[src/rtl/radar_trig_conditioner_if.sv]
// Trigger conditioner bus: enable and raw trigger in, conditioned pulses,
// timing measurements and counters out.
interface radar_trig_conditioner_if;
    logic        en;
    logic        radar_trig;
    logic        radar_trig_pe;
    logic        usec_pe;
    logic [31:0] trig_period_us;
    logic        trig_period_valid;
    logic        trig_timeout;
    logic [31:0] trig_count;
    logic [15:0] trig_reject_count;

    modport master (
        output en,
        output radar_trig,
        input  radar_trig_pe,
        input  usec_pe,
        input  trig_period_us,
        input  trig_period_valid,
        input  trig_timeout,
        input  trig_count,
        input  trig_reject_count
    );

    modport slave (
        input  en,
        input  radar_trig,
        output radar_trig_pe,
        output usec_pe,
        output trig_period_us,
        output trig_period_valid,
        output trig_timeout,
        output trig_count,
        output trig_reject_count
    );
endinterface

[src/rtl/radar_trig_conditioner.sv]
// Radar trigger conditioner: synchronises the raw trigger, blanks re-triggers,
// phase-locks a microsecond tick to accepted triggers and measures their period.
module radar_trig_conditioner #(
    parameter int unsigned USEC_DIV      = 100,
    parameter int unsigned SYNC_STAGES   = 2,
    parameter int unsigned MIN_PERIOD_US = 100,
    parameter int unsigned TIMEOUT_US    = 10000
) (
    input logic                     sys_clk,
    input logic                     rst,
    radar_trig_conditioner_if.slave bus
);

    localparam int unsigned STAGES = (SYNC_STAGES < 2) ? 2 : SYNC_STAGES;
    localparam int unsigned PW     = (USEC_DIV > 1) ? $clog2(USEC_DIV) : 1;

    typedef enum logic [1:0] {
        IDLE,
        BLANK,
        ARMED,
        LOST
    } state_t;

    state_t        state;
    logic [STAGES-1:0] sync_q;
    logic          prev;
    logic          rise;
    logic [PW-1:0] presc;
    logic [31:0]   us_since;

    logic          pe_q;
    logic          usec_q;
    logic [31:0]   period_q;
    logic          valid_q;
    logic          timeout_q;
    logic [31:0]   count_q;
    logic [15:0]   reject_q;

    logic          wrap;
    logic [31:0]   us_next;
    logic          accept;
    logic          reject;

    // The synchroniser and prev keep running through reset and disable so a
    // trigger that is already high never looks like a fresh edge.
    always_ff @(posedge sys_clk) begin
        sync_q <= {sync_q[STAGES-2:0], bus.radar_trig};
        prev   <= sync_q[STAGES-1];
        if (rst) begin
            rise <= 1'b0;
        end else begin
            rise <= sync_q[STAGES-1] & ~prev;
        end
    end

    always_comb begin
        wrap    = (presc == PW'(USEC_DIV - 1));
        us_next = us_since;
        if (wrap && (us_since != 32'hFFFF_FFFF)) begin
            us_next = us_since + 32'd1;
        end
        accept  = rise && (state != BLANK);
        reject  = rise && (state == BLANK);
    end

    // us_next already includes a wrap landing on the trigger cycle, which is
    // exactly floor(cycles between pulses / USEC_DIV).
    always_ff @(posedge sys_clk) begin
        if (rst) begin
            state     <= IDLE;
            presc     <= '0;
            us_since  <= '0;
            pe_q      <= 1'b0;
            usec_q    <= 1'b0;
            period_q  <= '0;
            valid_q   <= 1'b0;
            timeout_q <= 1'b0;
            count_q   <= '0;
            reject_q  <= '0;
        end else if (!bus.en) begin
            state     <= IDLE;
            presc     <= '0;
            us_since  <= '0;
            pe_q      <= 1'b0;
            usec_q    <= 1'b0;
            valid_q   <= 1'b0;
            timeout_q <= 1'b0;
        end else if (accept) begin
            if (state == ARMED) begin
                period_q <= us_next;
                valid_q  <= 1'b1;
            end
            state     <= BLANK;
            presc     <= '0;
            us_since  <= '0;
            pe_q      <= 1'b1;
            usec_q    <= 1'b0;
            timeout_q <= 1'b0;
            count_q   <= count_q + 32'd1;
        end else begin
            presc    <= wrap ? '0 : presc + 1'b1;
            usec_q   <= wrap;
            us_since <= us_next;
            pe_q     <= 1'b0;
            if (reject && (reject_q != 16'hFFFF)) begin
                reject_q <= reject_q + 16'd1;
            end
            case (state)
                BLANK: begin
                    if (us_next >= 32'(MIN_PERIOD_US)) begin
                        state <= ARMED;
                    end
                end
                ARMED: begin
                    if (us_next >= 32'(TIMEOUT_US)) begin
                        state     <= LOST;
                        timeout_q <= 1'b1;
                        valid_q   <= 1'b0;
                    end
                end
                default: begin
                end
            endcase
        end
    end

    assign bus.radar_trig_pe     = pe_q;
    assign bus.usec_pe           = usec_q;
    assign bus.trig_period_us    = period_q;
    assign bus.trig_period_valid = valid_q;
    assign bus.trig_timeout      = timeout_q;
    assign bus.trig_count        = count_q;
    assign bus.trig_reject_count = reject_q;

endmodule
[src/flat_wrapper.sv]
// flat-port wrapper written by rule: the top's interface ports become plain ports
module radar_trig_conditioner_flat 
#(
    parameter int unsigned USEC_DIV      = 100,
    parameter int unsigned SYNC_STAGES   = 2,
    parameter int unsigned MIN_PERIOD_US = 100,
    parameter int unsigned TIMEOUT_US    = 10000
)
  (sys_clk, rst, bus_en, bus_radar_trig, bus_radar_trig_pe, bus_usec_pe, bus_trig_period_us, bus_trig_period_valid, bus_trig_timeout, bus_trig_count, bus_trig_reject_count);
  radar_trig_conditioner_if bus_i ();
  input logic sys_clk;
  input logic rst;
  input wire logic [$bits(bus_i.en)-1:0] bus_en;
  input wire logic [$bits(bus_i.radar_trig)-1:0] bus_radar_trig;
  output wire logic [$bits(bus_i.radar_trig_pe)-1:0] bus_radar_trig_pe;
  output wire logic [$bits(bus_i.usec_pe)-1:0] bus_usec_pe;
  output wire logic [$bits(bus_i.trig_period_us)-1:0] bus_trig_period_us;
  output wire logic [$bits(bus_i.trig_period_valid)-1:0] bus_trig_period_valid;
  output wire logic [$bits(bus_i.trig_timeout)-1:0] bus_trig_timeout;
  output wire logic [$bits(bus_i.trig_count)-1:0] bus_trig_count;
  output wire logic [$bits(bus_i.trig_reject_count)-1:0] bus_trig_reject_count;
  assign bus_i.en = bus_en;
  assign bus_i.radar_trig = bus_radar_trig;
  assign bus_radar_trig_pe = bus_i.radar_trig_pe;
  assign bus_usec_pe = bus_i.usec_pe;
  assign bus_trig_period_us = bus_i.trig_period_us;
  assign bus_trig_period_valid = bus_i.trig_period_valid;
  assign bus_trig_timeout = bus_i.trig_timeout;
  assign bus_trig_count = bus_i.trig_count;
  assign bus_trig_reject_count = bus_i.trig_reject_count;
  radar_trig_conditioner #(.USEC_DIV(USEC_DIV), .SYNC_STAGES(SYNC_STAGES), .MIN_PERIOD_US(MIN_PERIOD_US), .TIMEOUT_US(TIMEOUT_US)) u_core (.sys_clk(sys_clk), .rst(rst), .bus(bus_i));
endmodule
[config.mk]
export PLATFORM = sky130hd
export DESIGN_NAME = radar_trig_conditioner_flat
export DESIGN_NICKNAME = d
export VERILOG_FILES = /design/src/rtl/radar_trig_conditioner_if.sv /design/src/rtl/radar_trig_conditioner.sv /design/src/flat_wrapper.sv
export SDC_FILE = /design/constraint.sdc
export NUM_CORES = 1
export LEC_CHECK = 0
export BUFFER_PORTS_ARGS = -buffer_cell sky130_fd_sc_hd__buf_2
export CAP_MARGIN = 5
export CORE_ASPECT_RATIO = 1.5
export CORE_UTILIZATION = 55
export CTS_BUF_LIST = sky130_fd_sc_hd__clkbuf_8
export CTS_CLUSTER_SIZE = 28
export DETAILED_ROUTE_END_ITERATION = 8
export PLACE_DENSITY_LB_ADDON = 0.15
export SLEW_MARGIN = 20
export SYNTH_ARGS = -nofsm -noshare
export SYNTH_HDL_FRONTEND = slang
export SYNTH_SLANG_ARGS = --single-unit
[constraint.sdc]
create_clock -name sys_clk -period 3.9 [get_ports sys_clk]
set_input_delay 0.585 -clock sys_clk [delete_from_list [all_inputs] [get_ports sys_clk]]
set_output_delay 0.585 -clock sys_clk [all_outputs]
set_load 0.01 [all_outputs]
## Word-level counts from Yosys, hierarchy flattened

Index checks and enable logic that the tools add are counted.

| cells by class | value |
|---|---|
| bitwise operators | 4 |
| reductions and logical operators | 17 |
| $lt $le $gt $ge | 2 |
| eq/ne operators | 10 |
| add/subtract/negate cells | 4 |
| mux-type cells | 10 |

Operators with widths:

| cell | number |
|---|---|
| 32-bit by 1-bit adder with 32-bit output, second input constant | 2 |
| 32-bit by 14-bit >= comparator with 1-bit output, second input constant | 1 |
| 32-bit by 7-bit >= comparator with 1-bit output, second input constant | 1 |
| 32-bit 2-to-1 mux | 1 |
| 32-bit != test, second input constant | 1 |
| 16-bit by 1-bit adder with 16-bit output, second input constant | 1 |
| 16-bit != test, second input constant | 1 |
| 3-bit AND reduction | 4 |
| 7-bit by 1-bit adder with 7-bit output, second input constant | 1 |
| 7-bit equality test, second input constant | 1 |
| 1-bit 2-to-1 mux | 6 |
| 3-bit by 2-bit != test with 1-bit output, second input constant | 2 |
| 2-bit AND reduction | 3 |
| 1-bit logical AND | 4 |
| 2-bit 2-to-1 mux | 2 |
| 2-bit != test, second input constant | 2 |
| 2-bit case mux with 2 select lines | 1 |
| 2-bit nonzero test | 2 |
| 4-bit OR reduction | 1 |
| 1-bit NOT | 3 |
| 3-bit nonzero test | 1 |
| 3-bit OR reduction | 1 |
| 2-bit by 1-bit equality test with 1-bit output, second input constant | 1 |
| 2-bit equality test, second input constant | 1 |
| 3 further kinds | 3 |

| word-level totals | value |
|---|---|
| register bits after elaboration | 129 |
| word-level logic and storage cells | 61 |
| bits of input ports | 4 |
| output and inout bits | 84 |

## Logic depth before layout (Yosys ltp)

Gate-level depths: netlist of run 1.

| depth | value |
|---|---|
| depth in word-level cells | 7 |
| gate-level depth with buffers | 12 |
| mapped depth without buffers | 10 |

## Worst setup path after synthesis of run 1

No wires, ideal clock.

| timing | value |
|---|---|
| path type | register -> register |
| start point | register u_core.us_since[16] |
| end point | register u_core.state[0] |
| setup time | 0.127 ns |
| required time | 3.773 ns |
| cell stages (with the launch flop) | 12 |
| data arrival time | 2.725 ns |
| setup slack | 1.048 ns |
| path through | dfxtp_1 > buf_6 > nand4_2 > or4_4 > o21ai_2 > buf_6 > nand4_1 > o311a_1 > nor4b_2 > nand3_2 > o2111a_1 > or3_1 |

| on the way | value |
|---|---|
| word-level cells in the longest chain between the ends | 6 |
| elaborated cells between the ends (all ways) | 9 |
| classes of those cells | 1 x add/sub; 2 x order compare; 3 x eq/ne; 1 x mux; 2 x reduce/logical |

Ends and longest elaborated chain:

| what | RTL line | source |
|---|---|---|
| start: declaration | radar_trig_conditioner.sv:29 | `logic [31:0] us_since;` |
| start signal: assignment | radar_trig_conditioner.sv:103 | `us_since <= us_next;` |
| parallel branches: the longest is 2 deep, another holds 32-bit by 1-bit adder with 32-bit output | n/a |  |
| 32-bit 2-to-1 mux (*) | radar_trig_conditioner.sv:59 | `if (wrap && (us_since != 32'hFFFF_FFFF)) begin` |
| 32-bit by 7-bit >= comparator with 1-bit output or 32-bit by 14-bit >= comparator with 1-bit output (tied branches) | radar_trig_conditioner.sv:110, radar_trig_conditioner.sv:115 |  |
| 3-bit by 2-bit != test with 1-bit output (no source line) | n/a |  |
| 3-bit AND reduction (no source line) (*) | n/a |  |
| end signal: assignment | radar_trig_conditioner.sv:70 | `state <= IDLE;` |
| end signal: assignment | radar_trig_conditioner.sv:111 | `state <= ARMED;` |
| end signal: assignment | radar_trig_conditioner.sv:116 | `state <= LOST;` |
| end: declaration | radar_trig_conditioner.sv:24 | `state_t state;` |

Mark *: on every way between the ends.
A chain may end at the register's enable or synchronous reset.

## Worst setup path in the final report of run 1

Ends and elaborated chain as after synthesis.

==> flow_summary_export.csv, run 1 <==
group,metric,value,unit
run_status,status,"finished, final reports clean",
sta,holdWs,0.2577,ns
layout,areaGrowthSynthToFinish,14.54,%
clocking,cts_hold_buf,0,
detailed_routing,drt_iter0_markers,203,
grt,first_global_vias,4931,
detailed_routing,totalWireLength,13410,um
yosys,synth_edf_count,0,
power_and_ir_drop,switchingPower,0.5625,mW
power_and_ir_drop,ir_drop,0.0002618,V
grt,grt.total_usage,24.82,%
setup_path,path_class,"flop to flop",
place,numPortBuffers,87,
place,gp_congestion,0.9290,
detailed_routing,drc,0,
clocking,cts_buffers,17,
power_and_ir_drop,switching_share,21.99,%
place,pre_cts_ws,0.6327,ns
yosys,synthArstFlopShare,0,%
yosys,synth-main-ff-cell,"dfxtp_1",
clocking,clock_latency,0.43,ns
detailed_routing,vias,5149,
layout,drive_above_1_share,20.23,%
yosys,syn-cell-area,5962,sq um
setup_path,required,4.21,ns
yosys,ys_types,63,
die,rows,46,
setup_path,worstReg2RegStart,"u_core.us_since[16]$_SDFF_PP0_",
sta,final-hold-violation-count,0,
layout,fin_util,64.84,%
yosys,ys_top_cells_by_count,"142 x nor2_1, 129 x dfxtp_1, 47 x nand2_1",
yosys,synthMostInstantiatedCell,"nor2_1",
yosys,yosysTopAreaCell,"dfxtp_1",
min_path,min_to,"u_core.sync_q[0]$_DFF_P_",
sta,rsz0062_at_grt,"no",
setup_path,r2r_end,"u_core.state[0]$_SDFFE_PP0P_",
detailed_routing,wire_per_inst,14.66,um
sta,fin_skew,0.008262,ns
detailed_routing,drt_pass1_iterations,4,
yosys,synthTopCellsByArea,"dfxtp_1 43%, nor2_1 8.9%, xnor2_1 6.3%",
layout,num_antenna_cells,0,
clocking,cts-root-buf,"clkbuf_8",
setup_path,start_kind,"flop",
yosys,syn-instance-count,682,
min_path,hold_path.class,"input port to flop",
layout,nets,768,
sta,fin_crit,3.327,ns
sta,max_freq,300.6,MHz
clocking,cts_sinks,129,
clocking,clk_pin_slew,0.08,ns
setup_path,crit_arrival,3.64,ns
power_and_ir_drop,p_leak,2.574,nW
sta,drv_slew,0,
setup_path,reg2reg_slack,0.57,ns
setup_path,critPathCaptureType,"flop",
sta,setup_tns,0,ns
sta,max_slew_margin,41.97,%
min_path,min_path_cells,1,
yosys,syn_avg_cell_area,8.742,sq um
power_and_ir_drop,intPower,1.995,mW
clocking,cts_tree,"yes",
power_and_ir_drop,totalPowerFinal,2.558,mW
sta,worst_pin_slew,0.8626,ns
setup_path,worstPathMaxFanout,11,
layout,fillCellCount,915,
clocking,cts_resized,0,
die,start_util,56.60,%
grt,grt_overflow,0,
die,core,10530,sq um
die,die_y,129.5,um
detailed_routing,vias_per_cell,5.627,
power_and_ir_drop,p_per_area,374.6,nW/um^2
min_path,hold_path.startpoint,"bus_radar_trig",
flow_run,max-cap-violations,0,
yosys,yosysWarningCount,0,
power_and_ir_drop,clock_power_share,46.8,%
setup_path,r2r_cells,9,
detailed_routing,ant_nets,0,
sta,setup_viol,0,
die,die_area,11270,sq um
yosys,synth_fp_nets,692,
yosys,ys_seq_area_share,43.32,%
grt,grt_max_degree,83,
place,hpwl,9559,um
power_and_ir_drop,combPwrFrac,1.5,%
grt,grt_pass1_wl,22110,um
die,die_x,87.01,um
sta,fin_crit_sh,85.31,%
clocking,clockBufferDepth,2,
power_and_ir_drop,seq_power_share,51.7,%
clocking,htree_levels,4,
grt,antenna_found_initial,0,
clocking,post-cts-setup-buffer-count,0,
die,ios,88,
sta,setup_ws,0.5729,ns
yosys,synth_top_area_share,43.32,%
yosys,ys_ff_latch,129,
==> power by group through the flow <==
| stage | combinational [mW] | sequential [mW] | clock [mW] |
|---|---|---|---|
| 2_1_floorplan | 0.0276 | 1.35 | 0 |
| 3_3_place_gp | 0.0366 | 1.35 | 0 |
| 3_5_place_dp | 0.0380 | 1.35 | 0 |
| 4_1_cts | 0.0383 | 1.32 | 1.22 |
| 5_1_grt | 0.0423 | 1.32 | 1.28 |
| 6_report | 0.0376 | 1.32 | 1.20 |
==> routing by layer <==
| layer | track usage (%) | vias up | wire length [um] | share of wire (%) |
|---|---|---|---|---|
| met5 | 0 | - | 0 | 0 |
| met4 | 13.63 | 0 | 412 | 3.1 |
| met3 | 6.306 | 39 | 575 | 4.3 |
| met2 | 44.60 | 154 | 7111 | 53 |
| met1 | 26.11 | 2433 | 5312 | 40 |
| li1 | - | 2523 | - | - |
==> per-stage QoR <==
step,area (sq um),instances
2_1_floorplan,5962,682
3_3_place_gp,6405,883
3_5_place_dp,6407,883
4_1_cts,6829,915
5_1_grt,6829,915
6_report,6829,915
==> worst max-delay path by stage <==
stage | startpoint | endpoint | slack, ns | depth (start not counted)
finish | u_core.us_since[16]$_SDFF_PP0_ | u_core.state[0]$_SDFFE_PP0P_ | 0.57 | 9
global route | u_core.us_since[0]$_SDFF_PP0_ | u_core.state[0]$_SDFFE_PP0P_ | 0.40 | 10
CTS | u_core.us_since[16]$_SDFF_PP0_ | u_core.state[0]$_SDFFE_PP0P_ | 0.62 | 9
detailed placement | u_core.us_since[16]$_SDFF_PP0_ | u_core.state[0]$_SDFFE_PP0P_ | 0.63 | 9
global placement | u_core.us_since[16]$_SDFF_PP0_ | u_core.state[0]$_SDFFE_PP0P_ | 0.76 | 9
floorplan | u_core.us_since[16]$_SDFF_PP0_ | u_core.state[0]$_SDFFE_PP0P_ | 1.05 | 11
==> critical path: stages (launching register included) <==
cell and delay, ns:
dfxtp_1 0.49, nand4_2 0.15, or4_4 0.60, o21ai_2 0.41, nand4_1 0.16, o311a_1 0.35, nor4b_2 0.31, nand3_2 0.17
o2111a_1 0.27, or3_1 0.31
==> cell type report <==
| type | instances | area (sq um) | area share, % |
|---|---|---|---|
| timing repair buffer | 92 | 473.0 | 6.926 |
| clock buffer | 19 | 261.5 | 3.829 |
| sequential | 129 | 2582 | 37.82 |
| clock inverter | 13 | 160.2 | 2.345 |
| tap | 144 | 180.2 | 2.638 |
| inverter | 15 | 56.30 | 0.8245 |
| multi-input combinational | 503 | 3115 | 45.62 |
==> cell families (layout without fill, tap and decap cells) <==
family | after synthesis | in the layout | synth area share [%]
xor gates and xnor gates | 78 | 78 | 11.46
buffers and inverters | 50 | 139 | 4.554
DFF | 129 | 129 | 43.32
adders and majority gates | 6 | 6 | 1.259
and+or+nand+nor | 334 | 334 | 28.63
muxes | 5 | 5 | 0.8395
AOI/OAI and AO/OA | 80 | 80 | 9.947
==> flip-flops by register name, indices dropped and copies added, names as in the netlist <==
register and count:
u_core.bus.trig_count 32, u_core.prev 1, u_core.bus.trig_period_us 32, u_core.state 2, u_core.bus.radar_trig_pe 1, u_core.bus.trig_timeout 1
u_core.bus.trig_period_valid 1, u_core.sync_q 2, u_core.bus.usec_pe 1, u_core.us_since 32, u_core.bus.trig_reject_count 16, u_core.rise 1
u_core.presc 7
==> layout by cell type, fill, tap and decap left out, types with 3 or more instances in the layout <==
master and n:
o31ai_1 3, or4_1 3, or3_1 7, a211oi_1 38
and4_1 11, xnor2_1 43, nand3_1 31, o21ai_0 9
or3_2 3, dfxtp_1 129, inv_1 16, nand2_1 46
mux2i_1 5, nor3b_1 3, or2_2 3, ha_1 6
bufinv_16 3, nor3_1 9, a21oi_1 10, nor2_1 142
and2_1 10, and3_1 9, and2_2 4, clkbuf_8 19
clkinvlp_4 4, buf_2 87, buf_4 5, nand4_1 27
xor2_1 35, and3_2 3, nor4_1 3
Power figures use the tool's default switching activity.
==> run 2: changes to the inputs <==
--- a/config.mk
+++ b/config.mk
@@ -7,5 +7,5 @@
 export LEC_CHECK = 0
 export BUFFER_PORTS_ARGS = -buffer_cell sky130_fd_sc_hd__buf_2
-export CAP_MARGIN = 5
+export CAP_MARGIN = 40
 export CORE_ASPECT_RATIO = 1.5
 export CORE_UTILIZATION = 55
==> constraint.sdc (replaced) <==
create_clock -name sys_clk -period 3.9 [get_ports sys_clk]
set_input_delay 0 -clock sys_clk [delete_from_list [all_inputs] [get_ports sys_clk]]
set_output_delay 0 -clock sys_clk [all_outputs]
set_load 0.01 [all_outputs]
==> flow_summary_export.csv, run 2 (synthesis results as in run 1) <==
group,metric,value,unit
run_status,status,"finished, final reports clean",
layout,seqCellArea,2582,sq um
detailed_routing,totalWireLength,13470,um
setup_path,worstPathMaxFanout,11,
grt,first_global_vias,4940,
place,hpwl,9559,um
clocking,clockBufferDepth,2,
sta,worst_pin_slew,0.8480,ns
sta,drv_slew,0,
setup_path,start_kind,"flop",
place,post-place-cells,883,
setup_path,path_class,"flop to flop",
die,core,10530,sq um
layout,num_antenna_cells,0,
die,ios,88,
die,start_util,56.60,%
sta,rsz0062_at_grt,"no",
grt,grt_overflow,0,
grt,grt.total_usage,24.83,%
grt,grt_max_degree,83,
die,rows,46,
layout,final_cell_mix,"142 x nor2_1, 129 x dfxtp_1, 87 x buf_2",
power_and_ir_drop,totalPowerFinal,2.564,mW
clocking,clk_pin_slew,0.08,ns
power_and_ir_drop,ir_drop,0.0002627,V
die,die_x,87.01,um
layout,areaGrowthSynthToFinish,15.38,%
layout,fillCellCount,908,
place,gp_congestion,0.9290,
clocking,cts_sinks,129,
setup_path,crit_arrival,3.62,ns
sta,fin_crit,3.304,ns
clocking,clock_latency,0.43,ns
detailed_routing,drt_iter0_markers,227,
clocking,cts-root-buf,"clkbuf_8",
layout,stdcell_count,919,
detailed_routing,drc,0,
sta,setup_viol,0,
grt,grt_pass1_wl,22130,um
place,numPortBuffers,87,
min_path,hold_path.class,"input port to flop",
die,die_area,11270,sq um
setup_path,required,4.22,ns
layout,layout_commonest_cell,"nor2_1",
clocking,htree_levels,4,
die,die_y,129.5,um
sta,fin_crit_sh,84.72,%
detailed_routing,vias_per_cell,5.633,
sta,max_freq,302.6,MHz
setup_path,critPathCaptureType,"flop",
detailed_routing,drt_pass1_iterations,5,
layout,multi_input_area,3115,sq um
detailed_routing,wire_per_inst,14.66,um
flow_run,max-cap-violations,0,
sta,setup_tns,0,ns
power_and_ir_drop,p_per_area,372.7,nW/um^2
clocking,cts_buffers,17,
power_and_ir_drop,p_leak,2.596,nW
sta,final-hold-violation-count,0,
detailed_routing,ant_nets,0,
layout,drive_above_1_share,20.26,%
clocking,cts_tree,"yes",
detailed_routing,vias,5177,
layout,nets,772,
sta,max_slew_margin,42.95,%
sta,fin_skew,0.009181,ns
grt,antenna_found_initial,0,
## run 2: metrics by stage
step                utilization (%)  cell area, sq um  setup WS [ns]  hold slack (ns)
floorplan                         -              5962          1.048          0.02772
global placement              60.81              6405         0.7562           0.1071
detailed placement            60.83              6407         0.6327           0.1081
CTS                           65.12              6859         0.6226           0.2121
global route                  65.31              6879         0.4002           0.2165
finish                        65.31              6879         0.5958           0.2401
## run 2: worst paths after layout
check             cells past startpoint  slack (ns)                            to                           start
setup / recovery                      9        0.60  u_core.state[0]$_SDFFE_PP0P_  u_core.us_since[16]$_SDFF_PP0_
hold / removal                        2        0.24      u_core.sync_q[0]$_DFF_P_                  bus_radar_trig
setup reg to reg                      9        0.60  u_core.state[0]$_SDFFE_PP0P_  u_core.us_since[16]$_SDFF_PP0_
hold reg to reg                       0        0.34      u_core.sync_q[1]$_DFF_P_        u_core.sync_q[0]$_DFF_P_
## run 2: worst max-delay path, cell delays in order (launching register included)
cell and delay, ns:
dfxtp_1 0.48, nand4_2 0.15, or4_4 0.60, o21ai_2 0.40, nand4_1 0.16, o311a_1 0.35, nor4b_2 0.31, nand3_2 0.16
o2111a_1 0.27, or3_1 0.30
## run 2: where the power goes
part           switching [mW]  internal (mW)
Combinational          0.0304         0.0123
Clock                   0.532          0.666
Sequential            0.00278           1.32
## run 2: per-layer routing
| metal | part of all wire (%) | global-route usage [%] | vias up |
|---|---|---|---|
| met4 | 3.4 | 13.63 | 0 |
| met2 | 53 | 44.60 | 155 |
| li1 | - | - | 2536 |
| met1 | 39 | 26.11 | 2437 |
| met3 | 4.5 | 6.369 | 49 |
| met5 | 0 | 0 | - |
## run 2: timing repair
| item | in CTS | in global routing |
|---|---|---|
| hold buffers | 3 | 0 |
| setup buffers | 0 | 0 |
| hold endpoints to repair | 3 | 0 |
| gates resized for setup | 0 | 0 |
## run 2: final cells by class
cell class | instances | area share, %
clock inverters | 13 | 2.328
flip-flops and latches | 129 | 37.54
multi-input cells | 503 | 45.29
repair buffers | 96 | 7.603
inverters | 15 | 0.8185
clock buffers | 19 | 3.801
well taps | 144 | 2.619
==> run 3: changes to the inputs <==
clock period = 3.2 ns   (was 3.9 ns; I/O delays follow)
==> flow_summary_export.csv, run 3 (synthesis results as in run 1) <==
group,metric,value,unit
layout,layout_commonest_cell,"nor2_1",
run_status,status,"finished, final reports clean",
place,gp_congestion,0.8781,
setup_path,required,3.51,ns
sta,max_freq,323.6,MHz
sta,setup_ws,0.1094,ns
detailed_routing,drc,0,
clocking,clock_latency,0.43,ns
sta,worst_pin_slew,0.6400,ns
sta,rsz0062_at_grt,"no",
sta,final-hold-violation-count,0,
flow_run,max-cap-violations,0,
setup_path,worstPathMaxFanout,8,
detailed_routing,wire_per_inst,14.17,um
die,die_y,129.5,um
layout,nets,797,
sta,holdWs,0.2526,ns
die,rows,46,
min_path,hold_path.class,"input port to flop",
setup_path,critPathTopFamily,"simple AND/OR/NAND/NOR gates",
clocking,cts-root-buf,"clkbuf_8",
layout,fillCellCount,892,
min_path,min_path_cells,2,
setup_path,reg2reg_slack,0.11,ns
place,pre_cts_ws,0.08542,ns
die,core,10530,sq um
setup_path,crit_arrival,3.40,ns
min_path,min_to,"u_core.sync_q[0]$_DFF_P_",
sta,fin_crit_sh,96.58,%
grt,grt_overflow,0,
clocking,clockBufferDepth,2,
die,die_x,87.01,um
layout,areaGrowthSynthToFinish,18.59,%
detailed_routing,vias_per_cell,5.424,
clocking,post-cts-setup-buffer-count,0,
grt,grt_max_degree,83,
clocking,clk_pin_slew,0.07,ns
setup_path,critPathCaptureType,"flop",
layout,fin_util,67.13,%
layout,num_antenna_cells,0,
power_and_ir_drop,p_leak,2.737,nW
die,ios,88,
setup_path,path_class,"flop to flop",
setup_path,worstReg2RegStart,"u_core.us_since[19]$_SDFF_PP0_",
layout,multi_input_area,3126,sq um
clocking,htree_levels,4,
sta,fin_skew,0.009709,ns
grt,antenna_found_initial,0,
detailed_routing,totalWireLength,13380,um
detailed_routing,drt_pass1_iterations,4,
sta,setup_viol,0,
grt,grt.total_usage,24.88,%
setup_path,start_kind,"flop",
sta,setup_tns,0,ns
die,die_area,11270,sq um
clocking,cts_tree,"yes",
grt,first_global_vias,4863,
setup_path,cp_num_buf_inv,0,
clocking,cts_buffers,17,
power_and_ir_drop,p_per_area,434.9,nW/um^2
die,start_util,56.60,%
place,numPortBuffers,87,
detailed_routing,ant_nets,0,
min_path,hold_path.startpoint,"bus_radar_trig",
grt,grt_pass1_wl,22110,um
sta,fin_crit,3.091,ns
layout,stdcell_count,944,
place,post-place-cells,908,
layout,seqCellArea,2582,sq um
setup_path,crit_slowest_cell,"or4_4",
layout,drive_above_1_share,22.38,%
setup_path,r2r_cells,9,
layout,final_cell_mix,"142 x nor2_1, 129 x dfxtp_1, 87 x buf_2",
detailed_routing,drt_iter0_markers,195,
clocking,cts_sinks,129,
setup_path,r2r_end,"u_core.state[0]$_SDFFE_PP0P_",
power_and_ir_drop,ir_drop,0.0003105,V
setup_path,crit_chain,"nand4_2 -> or4_4 -> o21ai_4 -> nand4_1 -> o311a_1 -> nor4b_2 -> nand3_2 -> o2111a_1 -> or3_1",
place,hpwl,9712,um
setup_path,max_stage_delay,0.61,ns
sta,max_slew_margin,57.23,%
detailed_routing,vias,5120,
sta,drv_slew,0,
run 3: changes by cell type in the layout (fill, tap and decap cells not counted), sizes merged:
cell      previous run  this run
inv                 18        19
clkinvlp             4         3
buf                 93       118
run 3: area by class of cell:
cell class	count	area share, %
clock buffer	19	3.698
clock inverter	13	2.070
inverter	15	0.7963
multi-input combinational	503	44.20
sequential	129	36.52
tap	144	2.548
timing repair buffer	121	10.16
run 3: worst max-delay path by stage:
stage	slack (ns)	to	cells after the start	startpoint
floorplan	0.35	u_core.state[0]$_SDFFE_PP0P_	11	u_core.us_since[16]$_SDFF_PP0_
global placement	0.14	u_core.state[0]$_SDFFE_PP0P_	9	u_core.us_since[19]$_SDFF_PP0_
detailed placement	0.09	u_core.state[0]$_SDFFE_PP0P_	9	u_core.us_since[21]$_SDFF_PP0_
CTS	0.08	u_core.state[0]$_SDFFE_PP0P_	9	u_core.us_since[19]$_SDFF_PP0_
global route	0.003	u_core.bus.trig_period_valid$_SDFFE_PP0P_	10	u_core.us_since[19]$_SDFF_PP0_
finish	0.11	u_core.state[0]$_SDFFE_PP0P_	9	u_core.us_since[19]$_SDFF_PP0_
run 3: routing by layer:
metal | global-route usage, % | vias up | wire length (um)
li1 | - | 2580 | -
met1 | 26.89 | 2406 | 5467
met2 | 45.16 | 116 | 7158
met3 | 5.350 | 18 | 527
met4 | 12.45 | 0 | 228
met5 | 0 | - | 0
run 3: where the power goes:
| group | total (mW) | switching (mW) | internal (mW) |
|---|---|---|---|
| Sequential | 1.61 | 0.00348 | 1.61 |
| Clock | 1.41 | 0.610 | 0.798 |
| Combinational | 0.0534 | 0.0367 | 0.0167 |
run 3: metrics by stage:
step           cell area (sq um)  power, mW
6_report                    7071      3.075
3_3_place_gp                6593      1.696
5_1_grt                     7071      3.186
4_1_cts                     7030      3.103
3_5_place_dp                6593      1.697
2_1_floorplan               5962      1.684
run 3: repair_timing:
item	in CTS	in global routing
setup endpoints to repair	0	2
hold buffers	3	0
gates resized for setup	0	3
hold endpoints to repair	3	0
